$ cat src/rtl/rr_packet_arbiter_pkg.sv
// Shared types and helpers for the round-robin packet arbiter.
package rr_packet_arbiter_pkg;

    typedef enum logic {ARB_IDLE, ARB_LOCK} arb_state_e;

    // Wrap-around increment of a source index in the range 0..n-1.
    function automatic int rr_next(input int ptr, input int n);
        return (ptr == n - 1) ? 0 : ptr + 1;
    endfunction

endpackage

$ cat src/rtl/rr_packet_arbiter_if.sv
// Upstream packet sources and downstream stream of the round-robin arbiter.
interface rr_packet_arbiter_if #(
    parameter int NUM_REQ = 4,
    parameter int DATA_W  = 32
);
    localparam int ID_W = $clog2(NUM_REQ);

    logic [NUM_REQ-1:0]        in_valid;
    logic [NUM_REQ-1:0]        in_last;
    logic [NUM_REQ*DATA_W-1:0] in_data;
    logic [NUM_REQ-1:0]        in_ready;
    logic                      out_valid;
    logic                      out_last;
    logic [DATA_W-1:0]         out_data;
    logic [ID_W-1:0]           out_id;
    logic                      out_ready;
    logic                      busy;

    modport master (
        output in_valid, in_last, in_data, out_ready,
        input  in_ready, out_valid, out_last, out_data, out_id, busy
    );

    modport slave (
        input  in_valid, in_last, in_data, out_ready,
        output in_ready, out_valid, out_last, out_data, out_id, busy
    );

endinterface

$ cat src/rtl/rr_packet_arbiter_rr_pick.sv
// Combinational rotating-priority picker: first set request at or after ptr, wrapping.
module rr_pick #(
    parameter int N = 4
) (
    input  logic [N-1:0]         req,
    input  logic [$clog2(N)-1:0] ptr,
    output logic                 any,
    output logic [$clog2(N)-1:0] idx
);
    localparam int ID_W = $clog2(N);
    localparam int W2   = 2 * N;

    logic [W2-1:0] dbl;
    logic [W2-1:0] mask;
    logic [W2-1:0] masked;
    logic [W2-1:0] onehot;

    // The upper copy is never masked, so wrap-around candidates are still found.
    always_comb begin
        dbl    = {req, req};
        mask   = ~((W2'(1) << ptr) - W2'(1));
        masked = dbl & mask;
        onehot = masked & (~masked + W2'(1));
        idx    = '0;
        for (int p = 0; p < W2; p++) begin
            if (onehot[p]) begin
                idx = ID_W'(p % N);
            end
        end
    end

    assign any = |req;

endmodule

$ cat src/rtl/rr_packet_arbiter.sv
// Round-robin arbiter that locks the downstream stream to one source for a whole packet.
//   state    | meaning
//   ARB_IDLE | no owner; pick next requester from ptr, outputs all zero
//   ARB_LOCK | source gid owns the stream until its last beat transfers
module rr_packet_arbiter
    import rr_packet_arbiter_pkg::*;
#(
    parameter int NUM_REQ = 4,
    parameter int DATA_W  = 32
) (
    input  logic               clk,
    input  logic               rst,
    rr_packet_arbiter_if.slave bus
);
    localparam int ID_W = $clog2(NUM_REQ);

    arb_state_e         state_q, state_d;
    logic [ID_W-1:0]    ptr_q, ptr_d;
    logic [ID_W-1:0]    gid_q, gid_d;

    logic               pick_any;
    logic [ID_W-1:0]    pick_idx;

    logic [NUM_REQ-1:0] in_ready_c;
    logic               out_valid_c;
    logic               out_last_c;
    logic [DATA_W-1:0]  out_data_c;
    logic [ID_W-1:0]    out_id_c;
    logic               busy_c;

    rr_pick #(.N(NUM_REQ)) u_pick (
        .req (bus.in_valid),
        .ptr (ptr_q),
        .any (pick_any),
        .idx (pick_idx)
    );

    always_comb begin
        state_d     = state_q;
        ptr_d       = ptr_q;
        gid_d       = gid_q;
        in_ready_c  = '0;
        out_valid_c = 1'b0;
        out_last_c  = 1'b0;
        out_data_c  = '0;
        out_id_c    = '0;
        busy_c      = 1'b0;
        case (state_q)
            ARB_IDLE: begin
                if (pick_any) begin
                    gid_d   = pick_idx;
                    state_d = ARB_LOCK;
                end
            end
            ARB_LOCK: begin
                busy_c            = 1'b1;
                out_id_c          = gid_q;
                out_valid_c       = bus.in_valid[gid_q];
                out_last_c        = bus.in_last[gid_q];
                out_data_c        = bus.in_data[int'(gid_q)*DATA_W +: DATA_W];
                in_ready_c[gid_q] = bus.out_ready;
                // Releasing only on the last transfer keeps packets from interleaving.
                if (out_valid_c && bus.out_ready && out_last_c) begin
                    ptr_d   = ID_W'(rr_next(int'(gid_q), NUM_REQ));
                    state_d = ARB_IDLE;
                end
            end
            default: state_d = ARB_IDLE;
        endcase
    end

    always_ff @(posedge clk) begin
        if (rst) begin
            state_q <= ARB_IDLE;
            ptr_q   <= '0;
            gid_q   <= '0;
        end else begin
            state_q <= state_d;
            ptr_q   <= ptr_d;
            gid_q   <= gid_d;
        end
    end

    assign bus.in_ready  = in_ready_c;
    assign bus.out_valid = out_valid_c;
    assign bus.out_last  = out_last_c;
    assign bus.out_data  = out_data_c;
    assign bus.out_id    = out_id_c;
    assign bus.busy      = busy_c;

endmodule
$ cat src/flat_wrapper.sv
// flat-port wrapper written by rule: the top's interface ports become plain ports
module rr_packet_arbiter_flat import rr_packet_arbiter_pkg::*;
#(
    parameter int NUM_REQ = 4,
    parameter int DATA_W  = 32
)
  (clk, rst, bus_in_valid, bus_in_last, bus_in_data, bus_out_ready, bus_in_ready, bus_out_valid, bus_out_last, bus_out_data, bus_out_id, bus_busy);
  rr_packet_arbiter_if #(.NUM_REQ(NUM_REQ), .DATA_W(DATA_W)) bus_i ();
  input  logic clk;
  input  logic rst;
  input wire logic [$bits(bus_i.in_valid)-1:0] bus_in_valid;
  input wire logic [$bits(bus_i.in_last)-1:0] bus_in_last;
  input wire logic [$bits(bus_i.in_data)-1:0] bus_in_data;
  input wire logic [$bits(bus_i.out_ready)-1:0] bus_out_ready;
  output wire logic [$bits(bus_i.in_ready)-1:0] bus_in_ready;
  output wire logic [$bits(bus_i.out_valid)-1:0] bus_out_valid;
  output wire logic [$bits(bus_i.out_last)-1:0] bus_out_last;
  output wire logic [$bits(bus_i.out_data)-1:0] bus_out_data;
  output wire logic [$bits(bus_i.out_id)-1:0] bus_out_id;
  output wire logic [$bits(bus_i.busy)-1:0] bus_busy;
  assign bus_i.in_valid = bus_in_valid;
  assign bus_i.in_last = bus_in_last;
  assign bus_i.in_data = bus_in_data;
  assign bus_i.out_ready = bus_out_ready;
  assign bus_in_ready = bus_i.in_ready;
  assign bus_out_valid = bus_i.out_valid;
  assign bus_out_last = bus_i.out_last;
  assign bus_out_data = bus_i.out_data;
  assign bus_out_id = bus_i.out_id;
  assign bus_busy = bus_i.busy;
  rr_packet_arbiter #(.NUM_REQ(NUM_REQ), .DATA_W(DATA_W)) u_core (.clk(clk), .rst(rst), .bus(bus_i));
endmodule
$ cat config.mk
export PLATFORM = sky130hd
export DESIGN_NAME = rr_packet_arbiter_flat
export DESIGN_NICKNAME = d
export VERILOG_FILES = /design/src/rtl/rr_packet_arbiter_pkg.sv /design/src/rtl/rr_packet_arbiter_if.sv /design/src/rtl/rr_packet_arbiter_rr_pick.sv /design/src/rtl/rr_packet_arbiter.sv /design/src/flat_wrapper.sv
export SDC_FILE = /design/constraint.sdc
export NUM_CORES = 1
export LEC_CHECK = 0
export ABC_AREA = 1
export BUFFER_PORTS_ARGS = -buffer_cell sky130_fd_sc_hd__buf_2
export CORE_MARGIN = 5
export CORE_UTILIZATION = 38
export CTS_CLUSTER_DIAMETER = 200
export DETAILED_ROUTE_END_ITERATION = 8
export GPL_TIMING_DRIVEN = 0
export PLACE_DENSITY = 0.95
export SYNTH_ARGS = -nofsm -noshare
export SYNTH_HDL_FRONTEND = slang
export SYNTH_SLANG_ARGS = --single-unit
$ cat constraint.sdc
create_clock -name clk -period 3.4 [get_ports clk]
set_clock_uncertainty 0.05 [all_clocks]
set_input_delay 0.51 -clock clk [delete_from_list [all_inputs] [get_ports clk]]
set_output_delay 0.51 -clock clk [all_outputs]
set_load 0.03 [all_outputs]
==> results_dict.tcl <==
set metrics [dict create \
    status "completed" \
    vias_per_cell 5.02 \
    leakagePower_nw 1.51 \
    syn_nets 482 \
    hold_ws_ns 0.415 \
    initial_core_util 0.384 \
    fin_crit_ns 2.37 \
    drtPass1Iterations 5 \
    maxCapViolations 0 \
    finalSetupViolCount 0 \
    fmax_mhz 423 \
    synth_top_family_by_area "simple AND/OR/NAND/NOR gates" \
    grtUsageTotal 0.243 \
    core_sq_um 4290 \
    cp_max_fo 10 \
    ir_drop_mv 0.276 \
    drt-total-wl_um 7840 \
    die_area_sq_um 5750 \
    ys_ff_latch 5 \
    grt-ovfl-total 0 \
    cts_buffers 3 \
    nNetsFinal 666 \
    synth-xor-area-share 0 \
    rows 24 \
    end_kind "primary output" \
    tightest_slew_ns 0.491 \
    grt_max_degree 12 \
    synth.distinct_cells 21 \
    ios 180 \
    fp.dieW_um 75.9 \
    synth_mux_area_frac 0 \
    drc 0 \
    worstPathRequired_ns 2.84 \
    dr.first_iter.drc_count 164 \
    maxSlewViolCount 0 \
    yosys_warnings 0 \
    die_h_um 75.9 \
    cts-root-buf "clkbuf_8" \
    post-route-period-util 0.696 \
    cts_tree "yes" \
    synth_compound_gate_area_share 0.308 \
    cts-resized-gates 0 \
    synth_edf_count 0 \
    area_delta_synth_final_pct 61.1 \
    post_drt_wl_per_cell_um 13.7 \
    tritoncts_num_sinks 5 \
    drive_gt1_frac 0.397 \
    ys.flop_type "dfxtp_1" \
    antenna_cells 0 \
    globalplace.congestion 0.885 \
    worst_slack_ns 1.03 \
    cts.clk_slew.worst_paths_ns 0.04 \
    clkLatencyLatePin_ns 0.22 \
    portBuffers 179 \
    crit_type "flip-flop to primary output" \
    yosysSeqAreaShare 0.0607 \
    ant_nets 0 \
    grt_pass1_vias 2581 \
    pre_cts_ws_ns 1.27 \
    htree_levels 1 \
    dpl.hpwl_um 6410 \
    cp-start-kind "flip-flop" \
    netlist_instances 338 \
    synthAdderAreaFrac 0.0380 \
    antenna_found_initial 0 \
    cts-hold-fix-buffers 0 \
    post_cts_buffers 0 \
    arrival_ns 1.81 \
    rsz0062_at_grt "no" \
    mostFrequentLayoutCells "buf_2 (184), nor2_1 (143), o21ai_0 (57)" \
    min_path_type "input port to flip-flop" \
    clock_path_buffers 2 \
    slew_headroom 0.672 \
    synthArstFlopShare 0 \
    syn_area_sq_um 1650 \
    fin_setup_tns_ns 0 \
    p_total_w 0.000665 \
    power.density_nw_per_um2 251 \
    synth-simple-area-share 0.448 \
    grt_pass1_wl_um 11200 \
    hold_violations 0 \
    final_common_cell "buf_2" \
    avgSynthCellArea_sq_um 4.88 \
    vias 2875 \
]
-- logic make-up (layout without fill, tap and decap cells) --
family	count (synthesis)	count (layout)
AO/OA/AOI/OAI	101	101
AND/OR/NAND/NOR	186	186
flip-flops	5	5
buffers and inverters	41	224
adder cells (fa/ha/maj)	5	5
-- metal layers --
layer  GRT usage  vias up  part of all wire
li1            -     1459                 -
met1       0.289     1266              0.38
met2       0.448      131              0.51
met3      0.0264       19             0.092
met4      0.0816        0             0.018
met5           0        -                 0
-- state kept, by name (all words and copies together) (netlist names) --
signal          cells
u_core.gid_q        2
u_core.ptr_q        2
u_core.state_q      1
-- synthesized netlist by cell type, types with 2 or more instances --
cell type / instances / area (sq um)
a21oi_1: 34 / 170
buf_2: 5 / 25.0
buf_6: 6 / 67.6
buf_8: 2 / 30.0
clkbuf_1: 11 / 41.3
dfxtp_1: 5 / 100
ha_1: 5 / 62.6
inv_1: 12 / 45.0
inv_2: 3 / 11.3
nand2_1: 27 / 101
nand2_2: 3 / 18.8
nand3_1: 8 / 40.0
nand3_2: 2 / 20.0
nand3b_1: 2 / 15.0
nor2_1: 143 / 537
o21ai_0: 57 / 285
o21ai_1: 9 / 45.0
-- where the power goes --
| part | switching [W] | internal (W) | leakage (nW) | total [W] |
|---|---|---|---|---|
| combinational | 0.000305 | 0.000184 | 1.44 | 0.000489 |
| clock | 0.0000297 | 0.0000787 | 0.0255 | 0.000108 |
| sequential | 0.00000466 | 0.0000632 | 0.0411 | 0.0000679 |
| total | 0.000339 | 0.000326 | 1.51 | 0.000665 |
-- final cells by class --
type / count / area, sq um
inverter: 16 / 67.6
sequential: 5 / 100
tap: 52 / 65.1
buffer: 25 / 171
clock buffer: 3 / 41.3
fill: 426 / 1640
multi-input combinational: 292 / 1310
clock inverter: 1 / 5.00
timing repair buffer: 179 / 896
-- worst paths after layout --
| check | startpoint | endpoint | slack, ns | cells after the start |
|---|---|---|---|---|
| worst max-delay path | u_core.gid_q[0] | bus_out_data[29] | 1.03 | 6 |
| worst min-delay path | rst | u_core.gid_q[1] | 0.42 | 2 |
| worst max register to register | u_core.gid_q[0] | u_core.ptr_q[1] | 1.81 | 9 |
| worst min register to register | u_core.ptr_q[0] | u_core.ptr_q[0] | 0.47 | 2 |
-- stage by stage --
step | std cells | instance area [sq um] | util
floorplan | 338 | 1650 | -
detailed placement | 569 | 2610 | 0.608
global route | 573 | 2660 | 0.618
global placement | 569 | 2610 | 0.608
finish | 573 | 2660 | 0.618
CTS | 573 | 2660 | 0.618
-- worst max-delay path, stage by stage (launching register included) --
cell	delay, ns
dfxtp_1	0.33
buf_6	0.15
inv_8	0.07
clkbuf_1	0.35
o21ai_0	0.21
a21oi_1	0.23
buf_2	0.23
Note: power is estimated with default switching activity, not from simulation.
